--- config.mk ---
export PLATFORM = sky130hd
export DESIGN_NAME = prime_pair_gen
export DESIGN_NICKNAME = d
export VERILOG_FILES = /design/src/rtl/prime_pair_gen_pkg.sv /design/src/rtl/prime_pair_gen_mod_unit.sv /design/src/rtl/prime_pair_gen.sv
export SDC_FILE = /design/constraint.sdc
export NUM_CORES = 1
export LEC_CHECK = 0
export CAP_MARGIN = 20
export CORE_ASPECT_RATIO = 0.75
export CORE_MARGIN = 4
export CORE_UTILIZATION = 40
export DETAILED_ROUTE_END_ITERATION = 10
export SYNTH_ARGS = -nofsm -noshare
export SYNTH_HDL_FRONTEND = slang
export SYNTH_SLANG_ARGS = --single-unit
--- constraint.sdc ---
create_clock -name clk -period 7.3 [get_ports clk]
set_input_delay 1.825 -clock clk [delete_from_list [all_inputs] [get_ports clk]]
set_output_delay 1.825 -clock clk [all_outputs]
set_load 0.01 [all_outputs]
--- src/rtl/prime_pair_gen_pkg.sv ---
// Shared constants for the prime pair generator: FSM encodings and
// the LFSR/divisor start values.
package prime_pair_gen_pkg;

  typedef logic [2:0] state_t;

  localparam state_t ST_IDLE      = 3'd0;
  localparam state_t ST_LOAD      = 3'd1;
  localparam state_t ST_BOUND     = 3'd2;
  localparam state_t ST_DIV_START = 3'd3;
  localparam state_t ST_DIV_WAIT  = 3'd4;
  localparam state_t ST_VERDICT   = 3'd5;
  localparam state_t ST_FINISH    = 3'd6;

  localparam int LFSR_RESET = 1;
  localparam int DIV_INIT   = 3;

endpackage

--- src/rtl/prime_pair_gen_mod_unit.sv ---
// Sequential restoring remainder: one dividend bit per cycle, MSB first.
// The first bit is consumed on the go edge so rem_valid lands WIDTH cycles after go.
module mod_unit #(
  parameter int WIDTH = 8
) (
  input  logic             clk,
  input  logic             rst,
  input  logic             go,
  input  logic [WIDTH-1:0] dividend,
  input  logic [WIDTH:0]   divisor,
  output logic [WIDTH:0]   rem,
  output logic             rem_valid
);

  localparam int CW = $clog2(WIDTH);

  logic [WIDTH:0]   rem_reg;
  logic [WIDTH-1:0] shift_reg;
  logic [CW-1:0]    cnt_reg;
  logic             valid_reg;

  logic [WIDTH+1:0] trial;
  logic [WIDTH+1:0] reduced;

  // Partial remainder shifted left with the next dividend bit, then conditionally reduced.
  always_comb begin
    if (go) begin
      trial = {{(WIDTH+1){1'b0}}, dividend[WIDTH-1]};
    end else begin
      trial = {rem_reg, shift_reg[WIDTH-1]};
    end
    if (trial >= {1'b0, divisor}) begin
      reduced = trial - {1'b0, divisor};
    end else begin
      reduced = trial;
    end
  end

  always_ff @(posedge clk) begin
    if (rst) begin
      rem_reg   <= '0;
      shift_reg <= '0;
      cnt_reg   <= '0;
      valid_reg <= 1'b0;
    end else if (go) begin
      rem_reg   <= reduced[WIDTH:0];
      shift_reg <= {dividend[WIDTH-2:0], 1'b0};
      cnt_reg   <= CW'(WIDTH - 1);
      valid_reg <= 1'b0;
    end else if (cnt_reg != '0) begin
      rem_reg   <= reduced[WIDTH:0];
      shift_reg <= {shift_reg[WIDTH-2:0], 1'b0};
      cnt_reg   <= cnt_reg - 1'b1;
      valid_reg <= (cnt_reg == CW'(1));
    end else begin
      valid_reg <= 1'b0;
    end
  end

  assign rem       = rem_reg;
  assign rem_valid = valid_reg;

endmodule

--- src/rtl/prime_pair_gen.sv ---
// Searches LFSR-generated odd candidates (MSB forced) for two distinct primes
// by trial division, then presents them on p/q with a one-cycle done pulse.
module prime_pair_gen
  import prime_pair_gen_pkg::*;
#(
  parameter int               WIDTH     = 8,
  parameter logic [WIDTH-1:0] TAPS      = 8'hB8,
  parameter int               MAX_TRIES = 64
) (
  input  logic             clk,
  input  logic             rst,
  input  logic             start,
  input  logic [WIDTH-1:0] seed,
  output logic [WIDTH-1:0] p,
  output logic [WIDTH-1:0] q,
  output logic             busy,
  output logic             done,
  output logic             fail
);

  localparam int               TW         = $clog2(MAX_TRIES + 1);
  localparam logic [TW-1:0]    TRIES_LAST = TW'(MAX_TRIES - 1);
  localparam logic [WIDTH-1:0] CAND_FORCE = (WIDTH'(1) << (WIDTH - 1)) | WIDTH'(1);

  state_t           state_reg;
  logic [WIDTH-1:0] lfsr_reg;
  logic [WIDTH:0]   d_reg;
  logic [TW-1:0]    tries_reg;
  logic [WIDTH-1:0] p_lat_reg;
  logic             have_p_reg;
  logic             is_prime_reg;
  logic [WIDTH-1:0] p_reg;
  logic [WIDTH-1:0] q_reg;
  logic             done_reg;
  logic             fail_reg;

  logic [WIDTH-1:0]   cand;
  logic [WIDTH-1:0]   lfsr_adv;
  logic [2*WIDTH+1:0] d_sq;
  logic               bound_hit;
  logic               accept_p;
  logic               accept_q;
  logic               last_try;
  logic               div_go;
  logic [WIDTH:0]     rem;
  logic               rem_valid;

  assign cand      = lfsr_reg | CAND_FORCE;
  assign lfsr_adv  = (lfsr_reg >> 1) ^ (lfsr_reg[0] ? TAPS : '0);
  assign d_sq      = {{(WIDTH+1){1'b0}}, d_reg} * {{(WIDTH+1){1'b0}}, d_reg};
  assign bound_hit = d_sq > {{(WIDTH+2){1'b0}}, cand};
  // A prime equal to the already-latched p does not count as the second prime.
  assign accept_p  = is_prime_reg && !have_p_reg;
  assign accept_q  = is_prime_reg && have_p_reg && (cand != p_lat_reg);
  assign last_try  = (tries_reg == TRIES_LAST);
  assign div_go    = (state_reg == ST_DIV_START);

  mod_unit #(
    .WIDTH(WIDTH)
  ) u_mod (
    .clk      (clk),
    .rst      (rst),
    .go       (div_go),
    .dividend (cand),
    .divisor  (d_reg),
    .rem      (rem),
    .rem_valid(rem_valid)
  );

  always_ff @(posedge clk) begin
    if (rst) begin
      state_reg    <= ST_IDLE;
      lfsr_reg     <= WIDTH'(LFSR_RESET);
      d_reg        <= (WIDTH+1)'(DIV_INIT);
      tries_reg    <= '0;
      p_lat_reg    <= '0;
      have_p_reg   <= 1'b0;
      is_prime_reg <= 1'b0;
      p_reg        <= '0;
      q_reg        <= '0;
      done_reg     <= 1'b0;
      fail_reg     <= 1'b0;
    end else begin
      done_reg <= 1'b0;
      fail_reg <= 1'b0;
      case (state_reg)
        ST_IDLE: begin
          if (start) begin
            state_reg <= ST_LOAD;
          end
        end
        ST_LOAD: begin
          lfsr_reg   <= (seed == '0) ? WIDTH'(LFSR_RESET) : seed;
          d_reg      <= (WIDTH+1)'(DIV_INIT);
          tries_reg  <= '0;
          have_p_reg <= 1'b0;
          state_reg  <= ST_BOUND;
        end
        ST_BOUND: begin
          if (bound_hit) begin
            is_prime_reg <= 1'b1;
            state_reg    <= ST_VERDICT;
          end else begin
            state_reg <= ST_DIV_START;
          end
        end
        ST_DIV_START: begin
          state_reg <= ST_DIV_WAIT;
        end
        ST_DIV_WAIT: begin
          if (rem_valid) begin
            if (rem == '0) begin
              is_prime_reg <= 1'b0;
              state_reg    <= ST_VERDICT;
            end else begin
              d_reg     <= d_reg + (WIDTH+1)'(2);
              state_reg <= ST_BOUND;
            end
          end
        end
        ST_VERDICT: begin
          lfsr_reg  <= lfsr_adv;
          tries_reg <= tries_reg + 1'b1;
          d_reg     <= (WIDTH+1)'(DIV_INIT);
          if (accept_p) begin
            p_lat_reg  <= cand;
            have_p_reg <= 1'b1;
          end
          // Outputs update on the edge into FINISH so they are valid alongside done.
          if (accept_q) begin
            p_reg     <= p_lat_reg;
            q_reg     <= cand;
            done_reg  <= 1'b1;
            state_reg <= ST_FINISH;
          end else if (last_try) begin
            fail_reg  <= 1'b1;
            state_reg <= ST_FINISH;
          end else begin
            state_reg <= ST_BOUND;
          end
        end
        ST_FINISH: begin
          state_reg <= ST_IDLE;
        end
        default: begin
          state_reg <= ST_IDLE;
        end
      endcase
    end
  end

  assign p    = p_reg;
  assign q    = q_reg;
  assign busy = (state_reg != ST_IDLE);
  assign done = done_reg;
  assign fail = fail_reg;

endmodule

**Yosys cells after proc, flatten, opt, wreduce, memory -nomap -nowiden**

Cells that the tools add are included.

- Input bits: 11
- Word-level logic and storage cells: 92
- Bits in registers: 75
- Output and inout bits: 19

- Reductions and logical operators: 23
- Add/sub/neg operators: 4
- Multiply operators: 1
- Eq/ne operators: 14
- Muxes and demuxes: 30
- $lt $le $gt $ge: 2
- Bitwise operators: 3

Operators with widths:

| operator | count |
|---|---|
| 9-bit 2-to-1 mux | 5 |
| 8-bit 2-to-1 mux | 4 |
| 3-bit 2-to-1 mux | 8 |
| 18-bit by 8-bit > comparator with 1-bit output | 1 |
| 9-bit by 9-bit multiplier with 18-bit output | 1 |
| 3-bit case mux with 6 select lines | 1 |
| 9-bit case mux with 2 select lines | 1 |
| 8-bit case mux with 2 select lines | 1 |
| 7-bit case mux with 2 select lines | 1 |
| 10-bit by 9-bit greater-or-equal comparator with 1-bit output | 1 |
| 10-bit 2-to-1 mux | 1 |
| 2-bit != test, second input constant | 5 |
| 9-bit by 2-bit adder with 9-bit output, second input constant | 1 |
| 9-bit zero test | 1 |
| 9-bit subtractor | 1 |
| 8-bit zero test | 1 |
| 8-bit != test | 1 |
| 2-bit AND reduction | 4 |
| 2-bit nonzero test | 4 |
| 7-bit by 8-bit bitwise XOR with 8-bit output | 1 |
| 7-bit by 1-bit adder with 7-bit output, second input constant | 1 |
| 7-bit by 6-bit equality test with 1-bit output, second input constant | 1 |
| 3-bit by 1-bit equality test with 1-bit output, second input constant | 2 |
| 3-bit by 2-bit equality test with 1-bit output, second input constant | 2 |
| 14 further kinds | 27 |

**Longest topological paths before layout**

- Word-level depth: 6
- Gate-level depth with buffers: 22
- Depth with buffers taken out: 20

**Cells and area by module**

Synthesis repeated with hierarchy kept, for this count alone.

- Cell total of the unflattened synthesis: 769
- Area, all modules: 6209.7 um^2

By module, submodules not included:

| module | cells each | area an instance (um^2) | times used |
|---|---|---|---|
| prime_pair_gen | 588 | 4815.9 | 1 |
| mod_unit | 181 | 1393.8 | 1 |

**Worst setup path after synthesis**

OpenSTA, ideal clock, no wires.

- Path type: register to register
- From: reg d_reg[6]
- To: reg state_reg[1]
- Path slack: 1.786 ns
- Data required time: 7.213 ns
- Data arrival time: 5.427 ns
- Stages on the path, launching flop included: 21
- Cell sequence: dfxtp_1 -> clkbuf_1 -> clkinv_1 -> nor2_1 -> inv_1 -> fa_1 -> inv_1 -> fa_1 -> inv_1 -> fa_1 -> fa_1 -> inv_1 -> ha_1 -> buf_2 -> o211a_1 -> a21oi_2 -> nor3_1 -> mux2i_1 -> or4b_1 -> or4b_1 -> o31ai_1

- Word-level cells in the longest chain between the ends: 4

Ends and longest elaborated chain:

| item | RTL line | RTL |
|---|---|---|
| start: declaration | prime_pair_gen.sv:27 | `logic [WIDTH:0] d_reg;` |
| start signal: assignment | prime_pair_gen.sv:74 | `d_reg <= (WIDTH+1)'(DIV_INIT);` |
| start signal: assignment | prime_pair_gen.sv:94 | `d_reg <= (WIDTH+1)'(DIV_INIT);` |
| start signal: assignment | prime_pair_gen.sv:116 | `d_reg <= d_reg + (WIDTH+1)'(2);` |
| 9-bit by 9-bit multiplier with 18-bit output | prime_pair_gen.sv:50 | `assign d_sq = {{(WIDTH+1){1'b0}}, d_reg} * {{(WIDTH+1){1'b0}}, d_reg};` |
| 18-bit by 8-bit > comparator with 1-bit output | prime_pair_gen.sv:51 | `assign bound_hit = d_sq > {{(WIDTH+2){1'b0}}, cand};` |
| 3-bit 2-to-1 mux | prime_pair_gen.sv:100 | `if (bound_hit) begin` |
| 3-bit case mux with 6 select lines | prime_pair_gen.sv:86 | `case (state_reg)` |
| end signal: assignment | prime_pair_gen.sv:89 | `state_reg <= ST_LOAD;` |
| end signal: assignment | prime_pair_gen.sv:102 | `state_reg <= ST_VERDICT;` |
| end signal: assignment | prime_pair_gen.sv:104 | `state_reg <= ST_DIV_START;` |
| end: declaration | prime_pair_gen.sv:25 | `state_t state_reg;` |

No other way between the ends.
A chain may end at the register's enable or synchronous reset.

**Worst setup path after layout**

Same ends and word-level chain as after synthesis.

==> metrics.log <==
[metrics] run status: complete, no violations
[metrics] maxcap violations: 0
[metrics] depth of the worst register-to-register path: 18
[metrics] area grow syn2layout: 12.19%
[metrics] nets in the synthesized netlist: 853
[metrics] fin cells: 967
[metrics] Post-Route Skew: 0.007752 ns
[metrics] PortBufs: 29
[metrics] Final Hold Fails: 0
[metrics] Pre-antenna DRT Iters: 6
[metrics] cell breakdown of the critical path: clkinv_1, nor2_1, inv_1, fa_1, inv_1, fa_1, inv_1, fa_1, fa_1, inv_1, ha_1, o211a_1, a21oi_2, nor3_1, mux2i_1, or4b_1, or4b_1, o31ai_1
[metrics] Starting Density: 0.4114
[metrics] Worst Hold Class: register to register
[metrics] type of element capturing the critical path: register
[metrics] cell area after layout: 6736 µm²
[metrics] Critical Path AT: 6.26 ns
[metrics] Worst Setup Start Kind: register
[metrics] via count of the first global-routing pass: 5,082
[metrics] share of the synthesized area in the top cell type: 0.2401
[metrics] top post-synthesis cells by area: dfxtp_1 24%, fa_1 12%, ha_1 11%, nor2_1 6.3%, inv_1 5.6%
[metrics] crit path max-delay cell type: fa_1
[metrics] post-CTS setup buffer count: 0
[metrics] count of cell instances traversed by the critical path: 18
[metrics] end-of-flow core utilization: 0.4615
[metrics] number of nets with antenna violations after detailed routing: 0
[metrics] maximum frequency from static timing analysis: 0.1665 GHz
[metrics] Final #Nets: 862
[metrics] initial drt markers: 361
[metrics] number of rows in the core area: 38
[metrics] part of the Yosys area used for sequential elements: 0.2401
[metrics] commonest cells after routing, fill and taps aside: 101 x nor2_1, 90 x inv_1, 72 x dfxtp_1, 67 x nand2_1, 54 x ha_1
[metrics] Worst Tran Pin Value: 1.031 ns
[metrics] half-perimeter wire length after placement: 11.41 mm
[metrics] delay-heaviest family, CP: adder cells
[metrics] largest fanout on the critical path: 8
[metrics] die width: 149.5 µm
[metrics] Critical path buffers and inverters: 5
[metrics] post-synthesis cell type with the largest combined area: dfxtp_1
[metrics] clock sink count: 72
[metrics] setup repair after global routing missed its margin: false
[metrics] Worst Setup Path Type: register to register
[metrics] final antenna diode count: 0
[metrics] setup slack of the most critical reg-to-reg path: 1.30 ns
[metrics] Syn Area/Cell: 7.974 µm²
[metrics] Vias: 5,201
[metrics] wire length of the first global-routing pass: 25.01 mm
[metrics] number of instances resized during post-cts repair: 0
[metrics] share of flip-flops with an asynchronous set or reset: 0
[metrics] TritonCTS clock tree: built
[metrics] clock latency reported for the late side of the worst-skew pair: 0.34 ns
[metrics] Max Slew Vio Count: 0
[metrics] RD Place Congestion: 0.9129
[metrics] post-DR vias/cell: 5.378
[metrics] Syn Std Cell Area: 6005 µm²
[metrics] Max VDD drop: 0.1908 mV
[metrics] Max stage delay on crit path: 0.59 ns
[metrics] Clock Path Buffers: 2
[metrics] Die Y: 114.1 µm
[metrics] routed wire length per instance: 15.32 µm
[metrics] total leakage power: 3.006 nW
[metrics] Synthesis Warnings: 0
[metrics] number of antenna violations at the first check in global routing: 0
[metrics] pin count of the biggest net entering global routing: 62
[metrics] CORE AREA: 14,600 µm²
[metrics] end of the critical path: state_reg[1]
[metrics] Primary FF master, synth: dfxtp_1
[metrics] Tcrit/Tclk final: 0.8226
[metrics] Post-Synthesis Cells: 753
[metrics] Crit. Startpoint: d_reg[6]
[metrics] ratio of total power to cell area: 198.9 nW/µm²
[metrics] clock-pin slew on the worst setup and hold paths: 0.06 ns
[metrics] GR Util All Layers: 0.1801
[metrics] fraction of layout instances using a drive strength above 1: 0.04172
[metrics] htree depth: 3
[metrics] leading cell type in the layout, fill and taps excluded: nor2_1
[metrics] number of synthesized flops with an enable pin: 0
[metrics] aggregate negative setup slack: 0 ns
[metrics] Critical R2R Capture: state_reg[1]
[metrics] worst slew slack as a fraction of its limit: 0.3110
[metrics] min cycle time layout: 6.005 ns
[metrics] final count of negative-setup-slack endpoints: 0
[metrics] fill cell count: 1,428
[metrics] Total Routed Length: 14.82 mm
[metrics] die outline area: 17,060 µm²
[metrics] # hold bufs at CTS: 0
[metrics] number of register bits inferred by synthesis: 72
[metrics] Placement Cell Area: 6412 µm²
[metrics] distinct cell type count after synthesis: 65
[metrics] GRT Residual Overflow: 0
[metrics] clock root buffer: clkbuf_16
[metrics] worst reg2reg path startpoint: d_reg[6]
[metrics] I/O pin count: 30
[metrics] CTS buffer count: 9
[metrics] Post-route DRC: 0
[metrics] Req. time, crit path: 7.55 ns
[metrics] Placed Cells incl. Taps: 949
-- layer usage --
metal  track usage  routed length (µm)  vias to the layer above
met4       0.05061                 197                        0
li1              -                   -                     2560
met2        0.2630                6110                      160
met5             0                   0                        -
met3       0.04828                 935                       20
met1        0.2622                7571                     2461
-- Yosys cell counts, types with 4 or more instances --
cell type and instances:
nor2_1 101, o21ai_0 25, clkbuf_1 25, o211ai_1 6, buf_1 6, nor2b_1 7
a211oi_1 12, nor3_1 18, and2_1 15, a31oi_1 5, xor2_1 8, nand2_1 67
clkinv_1 5, inv_1 90, fa_1 35, nor4_1 4, a311oi_1 10, a21o_1 6
nand4_1 5, dfxtp_1 72, xnor2_1 24, nand3_1 18, a21oi_1 49, ha_1 54
mux2i_1 22
-- stage by stage --
step	setup WS [ns]	total power (W)	hold slack [ns]
6_report	1.295	0.001340	0.4576
5_1_grt	1.020	0.001429	0.4980
4_1_cts	1.331	0.001332	0.4642
3_5_place_dp	1.326	0.0008748	0.4553
3_3_place_gp	1.598	0.0008650	0.4454
2_1_floorplan	1.786	0.0007826	0.4492
-- how the worst min path moves through the flow --
stage	start	end	slack, ns	cells past startpoint
after floorplan	tries_reg[1]	tries_reg[1]	0.45	2
after global placement	q[0]	q[0]	0.45	2
after detailed placement	q[0]	q[0]	0.46	2
after CTS	q[0]	q[0]	0.46	2
after global routing	q[0]	q[0]	0.50	2
final	q[0]	q[0]	0.46	2
-- worst reg2reg max path, stage by stage (launching register included) --
cell and delay, ns:
dfxtp_1 0.48, clkinv_1 0.34, nor2_1 0.30, inv_1 0.10, fa_1 0.59, inv_1 0.07, fa_1 0.50, inv_1 0.05
fa_1 0.46, fa_1 0.54, inv_1 0.04, ha_1 0.41, o211a_1 0.28, a21oi_2 0.09, nor3_1 0.23, mux2i_1 0.33
or4b_1 0.48, or4b_1 0.54, o31ai_1 0.08
-- where the power goes --
group	internal (W)	switching (W)
combinational	0.000165	0.000257
clock	0.000284	0.000174
sequential	0.000427	0.0000323
total	0.000877	0.000463
-- layout make-up --
class | count | area, µm² | share of cell area
sequential | 72 | 1441 | 0.2140
clock buffer | 12 | 256.5 | 0.03808
inverter | 95 | 356.6 | 0.05293
multi-input combinational | 549 | 4049 | 0.6010
timing repair buffer | 35 | 330.3 | 0.04903
clock inverter | 4 | 52.55 | 0.007801
tap | 200 | 250.2 | 0.03715
-- logic make-up (layout without fill, tap and decap cells) --
group | count (synthesis) | count (layout) | synth area share
simple gates | 260 | 260 | 0.2002
buf+inv | 132 | 146 | 0.08564
compound gates | 146 | 146 | 0.1615
flops | 72 | 72 | 0.2400
fa+ha+maj | 89 | 89 | 0.2292
mux | 22 | 22 | 0.03667
xor+xnor | 32 | 32 | 0.04668
Power figures use the tool's default switching activity.
